`config.mk`:
```
export PLATFORM = sky130hd
export DESIGN_NAME = inst_cache
export DESIGN_NICKNAME = d
export VERILOG_FILES = /design/src/rtl/inst_cache_pkg.sv /design/src/rtl/inst_cache_refill.sv /design/src/rtl/inst_cache.sv
export SDC_FILE = /design/constraint.sdc
export NUM_CORES = 2
export LEC_CHECK = 0
export BUFFER_PORTS_ARGS = -buffer_cell sky130_fd_sc_hd__buf_2
export CAP_MARGIN = 20
export CORE_UTILIZATION = 33
export DETAILED_ROUTE_END_ITERATION = 12
export SLEW_MARGIN = 0
export SYNTH_ARGS = -nofsm -noshare
export SYNTH_HDL_FRONTEND = slang
export SYNTH_HIERARCHICAL = 1
export SYNTH_SLANG_ARGS = --single-unit
```
`constraint.sdc`:
```
create_clock -name clk -period 4.6 [get_ports clk]
set_input_delay 0.92 -clock clk [delete_from_list [all_inputs] [get_ports clk]]
set_output_delay 0.92 -clock clk [all_outputs]
set_load 0.005 [all_outputs]
```
`src/rtl/inst_cache_pkg.sv`:
```
// Shared definitions for the direct-mapped instruction cache: FSM encodings,
// default geometry and memory request enable levels.
package inst_cache_pkg;

    typedef enum logic {
        InstCacheIdle   = 1'b0,
        InstCacheRefill = 1'b1
    } refill_state_e;

    localparam int unsigned DefNumLines  = 16;
    localparam int unsigned DefLineWords = 4;

    localparam logic MemReqEnable  = 1'b1;
    localparam logic MemReqDisable = 1'b0;

    // Saturating 32-bit increment for the statistics counters.
    function automatic logic [31:0] sat_inc(input logic [31:0] v);
        return (v == 32'hFFFF_FFFF) ? v : v + 32'd1;
    endfunction

endpackage

```
`src/rtl/inst_cache_refill.sv`:
```
// Line refill engine: owns the REFILL FSM, word counter, discard flag and the
// req/ack memory handshake; streams each returned word to the parent's storage.
module inst_cache_refill
    import inst_cache_pkg::*;
#(
    parameter int unsigned LINE_WORDS = DefLineWords,
    localparam int unsigned OFF = $clog2(LINE_WORDS)
) (
    input  logic              clk,
    input  logic              rst,
    input  logic              start_i,
    input  logic              flush_i,
    input  logic [29-OFF:0]   line_i,
    input  logic              mem_ack_i,
    input  logic [31:0]       mem_data_i,
    output logic              busy_o,
    output logic              mem_req_o,
    output logic [31:0]       mem_addr_o,
    output logic              wr_en_o,
    output logic [OFF-1:0]    wr_word_o,
    output logic [31:0]       wr_data_o,
    output logic              done_o,
    output logic              keep_o,
    output logic [29-OFF:0]   line_o
);

    localparam logic [OFF-1:0] LastWord = OFF'(LINE_WORDS - 1);

    refill_state_e      state_q, state_d;
    logic [OFF-1:0]     cnt_q, cnt_d;
    logic [29-OFF:0]    line_q, line_d;
    logic               discard_q, discard_d;

    always_comb begin
        state_d    = state_q;
        cnt_d      = cnt_q;
        line_d     = line_q;
        discard_d  = discard_q;
        wr_en_o    = 1'b0;
        done_o     = 1'b0;
        mem_req_o  = MemReqDisable;
        mem_addr_o = 32'h0;
        unique case (state_q)
            InstCacheIdle: begin
                if (start_i) begin
                    line_d    = line_i;
                    cnt_d     = '0;
                    discard_d = 1'b0;
                    state_d   = InstCacheRefill;
                end
            end
            InstCacheRefill: begin
                mem_req_o  = MemReqEnable;
                // Line base has zero offset bits, so concatenation equals base + 4*cnt.
                mem_addr_o = {line_q, cnt_q, 2'b00};
                if (flush_i) begin
                    discard_d = 1'b1;
                end
                if (mem_ack_i) begin
                    wr_en_o = 1'b1;
                    cnt_d   = cnt_q + 1'b1;
                    if (cnt_q == LastWord) begin
                        done_o  = 1'b1;
                        cnt_d   = '0;
                        state_d = InstCacheIdle;
                    end
                end
            end
        endcase
    end

    assign busy_o    = (state_q == InstCacheRefill);
    assign wr_word_o = cnt_q;
    assign wr_data_o = mem_data_i;
    assign line_o    = line_q;
    // A flush on the final ack cycle must also leave the line invalid.
    assign keep_o    = done_o & ~discard_q & ~flush_i;

    always_ff @(posedge clk) begin
        if (rst) begin
            state_q   <= InstCacheIdle;
            cnt_q     <= '0;
            line_q    <= '0;
            discard_q <= 1'b0;
        end else begin
            state_q   <= state_d;
            cnt_q     <= cnt_d;
            line_q    <= line_d;
            discard_q <= discard_d;
        end
    end

endmodule

```
`src/rtl/inst_cache.sv`:
```
// Direct-mapped read-only instruction cache with combinational hit path.
// Define INST_CACHE_STATS_EN to build saturating hit/miss counters.
module inst_cache
    import inst_cache_pkg::*;
#(
    parameter int unsigned NUM_LINES  = DefNumLines,
    parameter int unsigned LINE_WORDS = DefLineWords
) (
    input  logic        clk,
    input  logic        rst,
    input  logic        ce_i,
    input  logic [31:0] addr_i,
    input  logic        flush_i,
    output logic [31:0] inst_o,
    output logic        stall_o,
    output logic        mem_req_o,
    output logic [31:0] mem_addr_o,
    input  logic        mem_ack_i,
    input  logic [31:0] mem_data_i,
    output logic [31:0] hit_cnt_o,
    output logic [31:0] miss_cnt_o
);

    localparam int unsigned OFF     = $clog2(LINE_WORDS);
    localparam int unsigned IDX     = $clog2(NUM_LINES);
    localparam int unsigned TAG     = 30 - OFF - IDX;
    localparam int unsigned ENTRIES = NUM_LINES * LINE_WORDS;

    logic [OFF-1:0] word;
    logic [IDX-1:0] index;
    logic [TAG-1:0] tag;
    logic [1:0]     unused_addr;

    assign word        = addr_i[OFF+1:2];
    assign index       = addr_i[OFF+IDX+1:OFF+2];
    assign tag         = addr_i[31:OFF+IDX+2];
    assign unused_addr = addr_i[1:0];

    logic [NUM_LINES-1:0] valid_q, valid_d;
    logic [TAG-1:0]       tag_q  [NUM_LINES];
    logic [TAG-1:0]       tag_d  [NUM_LINES];
    logic [31:0]          data_q [ENTRIES];
    logic [31:0]          data_d [ENTRIES];

    logic            busy;
    logic            hit;
    logic            idle_hit;
    logic            start;
    logic            wr_en;
    logic [OFF-1:0]  wr_word;
    logic [31:0]     wr_data;
    logic            done;
    logic            keep;
    logic [29-OFF:0] fill_line;
    logic [IDX-1:0]  fill_idx;
    logic [TAG-1:0]  fill_tag;

    assign fill_idx = fill_line[IDX-1:0];
    assign fill_tag = fill_line[29-OFF:IDX];

    assign hit      = ce_i & valid_q[index] & (tag_q[index] == tag);
    assign idle_hit = ~busy & hit;
    assign start    = ~busy & ce_i & ~hit;
    assign stall_o  = busy | start;
    assign inst_o   = idle_hit ? data_q[{index, word}] : 32'h0;

    inst_cache_refill #(
        .LINE_WORDS (LINE_WORDS)
    ) u_refill (
        .clk        (clk),
        .rst        (rst),
        .start_i    (start),
        .flush_i    (flush_i),
        .line_i     (addr_i[31:OFF+2]),
        .mem_ack_i  (mem_ack_i),
        .mem_data_i (mem_data_i),
        .busy_o     (busy),
        .mem_req_o  (mem_req_o),
        .mem_addr_o (mem_addr_o),
        .wr_en_o    (wr_en),
        .wr_word_o  (wr_word),
        .wr_data_o  (wr_data),
        .done_o     (done),
        .keep_o     (keep),
        .line_o     (fill_line)
    );

    always_comb begin
        valid_d = valid_q;
        // The victim line is about to be overwritten word by word.
        if (start) begin
            valid_d[index] = 1'b0;
        end
        if (flush_i) begin
            valid_d = '0;
        end
        if (keep) begin
            valid_d[fill_idx] = 1'b1;
        end
    end

    always_comb begin
        data_d = data_q;
        tag_d  = tag_q;
        if (wr_en) begin
            data_d[{fill_idx, wr_word}] = wr_data;
        end
        if (done) begin
            tag_d[fill_idx] = fill_tag;
        end
    end

    always_ff @(posedge clk) begin
        if (rst) begin
            valid_q <= '0;
        end else begin
            valid_q <= valid_d;
        end
    end

    // Tag and data arrays carry no reset; valid bits gate every use.
    always_ff @(posedge clk) begin
        data_q <= data_d;
        tag_q  <= tag_d;
    end

`ifdef INST_CACHE_STATS_EN
    logic [31:0] hit_cnt_q, hit_cnt_d;
    logic [31:0] miss_cnt_q, miss_cnt_d;

    always_comb begin
        hit_cnt_d  = hit_cnt_q;
        miss_cnt_d = miss_cnt_q;
        if (idle_hit) begin
            hit_cnt_d = sat_inc(hit_cnt_q);
        end
        if (start) begin
            miss_cnt_d = sat_inc(miss_cnt_q);
        end
    end

    always_ff @(posedge clk) begin
        if (rst) begin
            hit_cnt_q  <= 32'h0;
            miss_cnt_q <= 32'h0;
        end else begin
            hit_cnt_q  <= hit_cnt_d;
            miss_cnt_q <= miss_cnt_d;
        end
    end

    assign hit_cnt_o  = hit_cnt_q;
    assign miss_cnt_o = miss_cnt_q;
`else
    assign hit_cnt_o  = 32'h0;
    assign miss_cnt_o = 32'h0;
`endif

endmodule
```
# After elaboration in Yosys (flattened, before gate mapping)
# Index checks and enable logic that the tools add are counted.
[classes]
add_sub_neg = 1
n_eq_ne = 5
shift = 0
n_mux = 40
n_reduce_logical = 7
mul = 0
magnitude_cmp = 10
div_mod_pow = 0
bitwise = 19
[op_table]
columns = ["operator", "n"]
rows = [
  ["$bwmux 2048", 1],
  ["$bwmux 384", 1],
  ["$bmux 32 s6", 1],
  ["$demux 32 s6", 1],
  ["$mux 32", 5],
  ["$bmux 24 s4", 1],
  ["$demux 24 s4", 1],
  ["$mux 24", 3],
  ["$mux 16", 3],
  ["$eq 24x24->1", 1],
  ["$and 16x16->16", 1],
  ["$not 16->16", 1],
  ["$or 16x16->16", 1],
  ["$ge 7x7->1 const B", 2],
  ["$mux 1", 14],
  ["$not 6->7", 2],
  ["$ge 5x5->1 const B", 2],
  ["$lt 4x5->1 const B", 2],
  ["$not 4->5", 2],
  ["$demux 1 s4", 2],
  ["$ge 4x1->1 const B", 2],
  ["$and 1x1->1", 7],
  ["$lt 7x1->1 const B", 1],
  ["$mux 2", 3],
  ["11 further kinds", 22],
]
[word_totals]
mem_bits_rw = 0
elab_cells = 167
memories = 0
in_bits = 69
latch_bits = 0
out_inout_bits = 130
regBits = 2480
rom_bits = 0

# Logic depth before layout (Yosys ltp)
[depth]
word_depth = 12
depth_mapped = 18

# Cells and area by module
# The synthesis kept the hierarchy.
[by_module_without_submodules]
columns = ["mod", "area_each_um2", "n_inst", "cells_each"]
rows = [
  ["inst_cache", 94174.1, 1, 4150],
  ["inst_cache_refill", 1642.8, 1, 211],
]

# Worst setup path after synthesis
# No wires, ideal clock.
[synth_timing]
path_kind = "input port to output port"
from = "input port addr_i[2]"
to = "output port inst_o[11]"
t_arrival_ns = 3.683
cell_stages = 7
slack_ns = -0.003
path_cell_list = "buf_2 buf_2 buf_1 buf_1 mux4_2 mux4_2 o2111a_1"
[synth_between]
elab_chain_len = 5
[synth_lines]
columns = ["item", "line_no", "text"]
rows = [
  ["start, declared", "inst_cache.sv:12", "input logic [31:0] addr_i,"],
  ["$not 6->7 (implied by the code)", "inst_cache.sv:65", "assign inst_o = idle_hit ? data_q[{index, word}] : 32'h0;"],
  ["$bmux 32 s6", "inst_cache.sv:65", ""],
  ["$mux 32 (implied by the code) (2 in a row)", "inst_cache.sv:65", ""],
  ["$mux 32", "inst_cache.sv:65", ""],
  ["end, declared", "inst_cache.sv:14", "output logic [31:0] inst_o,"],
]
# No other way between the ends. The select of a mux whose other input is x is not followed.

# Worst setup path in the final report
[layout_timing]
from = "input port addr_i[4]"
to = "output port inst_o[2]"
[layout_between]
elab_chain_len = 8
[layout_lines]
columns = ["item", "line_no", "text"]
rows = [
  ["$not 4->5 (implied by the code)", "inst_cache.sv:61", "assign hit = ce_i & valid_q[index] & (tag_q[index] == tag);"],
  ["$bmux 24 s4", "inst_cache.sv:61", ""],
  ["$mux 24 (implied by the code) (2 in a row)", "inst_cache.sv:61", ""],
  ["$eq 24x24->1", "inst_cache.sv:61", ""],
  ["$and 1x1->1", "inst_cache.sv:61", ""],
  ["$and 1x1->1", "inst_cache.sv:62", "assign idle_hit = ~busy & hit;"],
  ["$mux 32 (*)", "inst_cache.sv:65", ""],
]
# Every way passes the cells marked *; elsewhere a longest branch is shown, timed or not. The select of a mux whose other input is x is not followed.

==> metrics.yaml <==
start_util_pct: 33.2
timing.hold.ws_ns: 0.273
grt_pass1_wl_um: 397000
dp.final_hpwl_um: 171000
grt_start_max_net_pins: 65
design.core.area_um2: 288000
antenna_found_initial: 29
dr.pass1.iters: 5
skew_ns: 0.154
clock_latency_ns: 0.97
worst_hold_path_type: "primary input to flop"
htreeDepth: 4
relSlewSlack_pct: 25.6
pre_cts_slack_ns: -0.851
ys_ff_latch: 2480
status: "finished, violations left"
worst_pin_slew_ns: 1.12
slew_viol_final: 0
overflow: 0
track_usage_pct: 19.6
cp_data_required_time_ns: 3.68
yosys_warnings: 6
synthMuxAreaShare_pct: 16.0
final-hold-violation-count: 0
die_w_um: 541
cp-end-kind: "output pin"
vdd_drop_max_v: 0.000345
synth_top_family_by_area: "multiplexers"
synth_cells: 4361
num_vias: 50100
power_leakage_nw: 35.6
seq_area_um2: 74000
synth-main-ff-cell: "edfxtp_1"
fin_nets: 5026
rsz0062_at_grt: "true"
synth_compound_area_share_pct: 2.30
die_area_um2: 293000
cts_buffers: 243
io_buffers: 130
power_density_nw_per_um2: 409
place_area_um2: 105000
rows: 197
syn_to_final_growth_pct: 18.2
wl_per_cell_um: 32.5
gp_congestion: 0.835
min_period_ns: 5.14
netlist_area_um2: 95800
io_pins: 199
synth_xor_area_share_pct: 0.235
yosysSeqAreaShare_pct: 77.2
grt_pass1_vias: 49000
n_fill_cell: 25500
final_util_pct: 39.3
drc: 0
yosys.area_share.simple_pct: 2.30
die_h_um: 541
synth-edff-count: 2432
drive_gt1_share_pct: 33.6
cts-root-buf: "clkbuf_16"
viasPerCell: 5.61
finalSetupViolations: 33
violations: "setup timing"
cts_sinks: 2480
fmax_mhz: 195
synth_cell_types: 73
path_class: "primary input to output pin"
async_reset_ff_share_pct: 0
fin_crit_sh_pct: 112
cts_buffer_depth: 4
finalWorstSetupSlack_ns: -0.539
cap_violations: 0
final_area_um2: 113000
drt_iter0_drc: 6909
multi_input_comb_area_um2: 21000
avgSynthCellArea_um2: 22.0
crit_arrival_ns: 4.22
startpoint_type: "primary input"
cts_tree: "built"
cts.clk_slew.worst_paths_ns: 0.07
postRouteAntennaNets: 0
synth_fa_ha_area_share_pct: 0.0131
crit_fanout: 12
finalWirelength_um: 291000
[placed cells by master, fill, tap and decap left out, types with 9 or more instances in the layout]
cell type,count
conb_1,66
clkinv_1,60
nor2b_1,11
buf_2,104
mux4_2,626
nor2_1,49
mux2i_1,80
nand2_1,136
mux2_2,22
clkbuf_1,68
buf_4,364
buf_6,26
a211oi_2,10
xnor2_1,14
edfxtp_1,2432
nand3_1,31
clkinv_2,34
and3_4,11
nor3_1,28
a22oi_1,16
nor2_4,80
a21oi_1,55
clkbuf_16,245
dfxtp_1,48
bufinv_16,13
a221oi_1,9
nand2b_1,10
nor4_1,16
buf_12,109
and2_1,33
o22ai_1,141
[registers in the layout (all words and copies together) (netlist names)]
register / count
valid_q: 16
u_refill/wr_word_o: 2
u_refill/line_o: 28
tag_q: 384
u_refill/busy_o: 1
data_q: 2048
u_refill/discard_q: 1
[path summary, 6_finish.rpt]
kind | from | to | slack (ns) | depth (start not counted)
max reg2reg | tag_q[53] | u_refill/line_o[15] | 0.39 | 16
min | mem_data_i[0] | data_q[64] | 0.27 | 1
max | addr_i[4] | inst_o[2] | -0.54 | 13
min reg2reg | u_refill/discard_q | u_refill/discard_q | 0.52 | 2
[critical path, cell delays in order]
cell,delay (ns)
clkbuf_16,0.18
buf_12,0.14
mux4_1,0.56
mux4_2,0.51
xnor2_2,0.24
nand3_2,0.15
a211o_1,0.27
nor4_4,0.28
buf_12,0.16
buf_16,0.21
buf_12,0.19
and3_4,0.26
buf_6,0.11
[power by group]
group / switching, mW / leakage, nW / internal (mW)
Sequential: 0.0891 / 22.2 / 24.8
Combinational: 1.35 / 9.79 / 0.992
Clock: 8.47 / 3.61 / 10.5
Total: 9.91 / 35.6 / 36.4
[area by class of cell]
cell class | instances | share of cell area, %
Clock buffer | 316 | 5.66
Clock inverter | 127 | 0.907
Antenna cell | 6 | 0.0133
Timing Repair Buffer | 615 | 5.31
Multi-Input combinational cell | 1607 | 18.6
Sequential cell | 2480 | 65.3
Tap cell | 3781 | 4.18
Inverter | 9 | 0.0342
[Yosys cell counts (22+ instances only)]
library cell / instances / share of area [%]
nand3_1: 32 / 0.17
buf_2: 56 / 0.29
mux2_2: 22 / 0.26
mux2i_1: 85 / 0.89
mux4_2: 625 / 15
buf_1: 37 / 0.14
clkbuf_1: 111 / 0.43
and2_1: 34 / 0.22
nand2_1: 139 / 0.54
nor3_1: 28 / 0.15
o22ai_1: 141 / 0.92
edfxtp_1: 2432 / 76
buf_4: 114 / 0.89
a21oi_1: 55 / 0.29
nor2_1: 132 / 0.52
dfxtp_1: 48 / 1.0
[metal layers]
| metal | GRT usage (%) | part of all wire (%) | vias to the layer above |
|---|---|---|---|
| met4 | 6.47 | 3.8 | 8 |
| met5 | 0 | 0.017 | - |
| li1 | - | - | 19500 |
| met2 | 30.1 | 46 | 3061 |
| met3 | 6.01 | 12 | 516 |
| met1 | 26.3 | 38 | 27100 |
[stage by stage]
| step | std cells | TNS (ns) | power [mW] |
|---|---|---|---|
| CTS | 8919 | -16.31 | 46.5 |
| detailed placement | 8468 | -37.43 | 27.7 |
| global placement | 8468 | -34.26 | 27.6 |
| finish | 8941 | -15.14 | 46.3 |
| floorplan | 4425 | 0 | 26.7 |
| global route | 8939 | -18.03 | 47.4 |
[repair_timing]
| action | in CTS | in global routing |
|---|---|---|
| resized for setup | 75 | 24 |
| setup endpoints to repair | 33 | 33 |
| pin swaps | 14 | 16 |
| buffers inserted | 5 | 1 |
| gates cloned | 3 | 0 |
| hold buffers | 0 | 0 |
[cells by family after synthesis]
group / count (synthesis)
muxes: 738
AOI/OAI and AO/OA: 315
other: 2
DFF: 2480
and+or+nand+nor: 463
xor gates and xnor gates: 24
buffers and inverters: 338
adders and majority gates: 1
No activity file was read; power rests on OpenSTA's default activity.
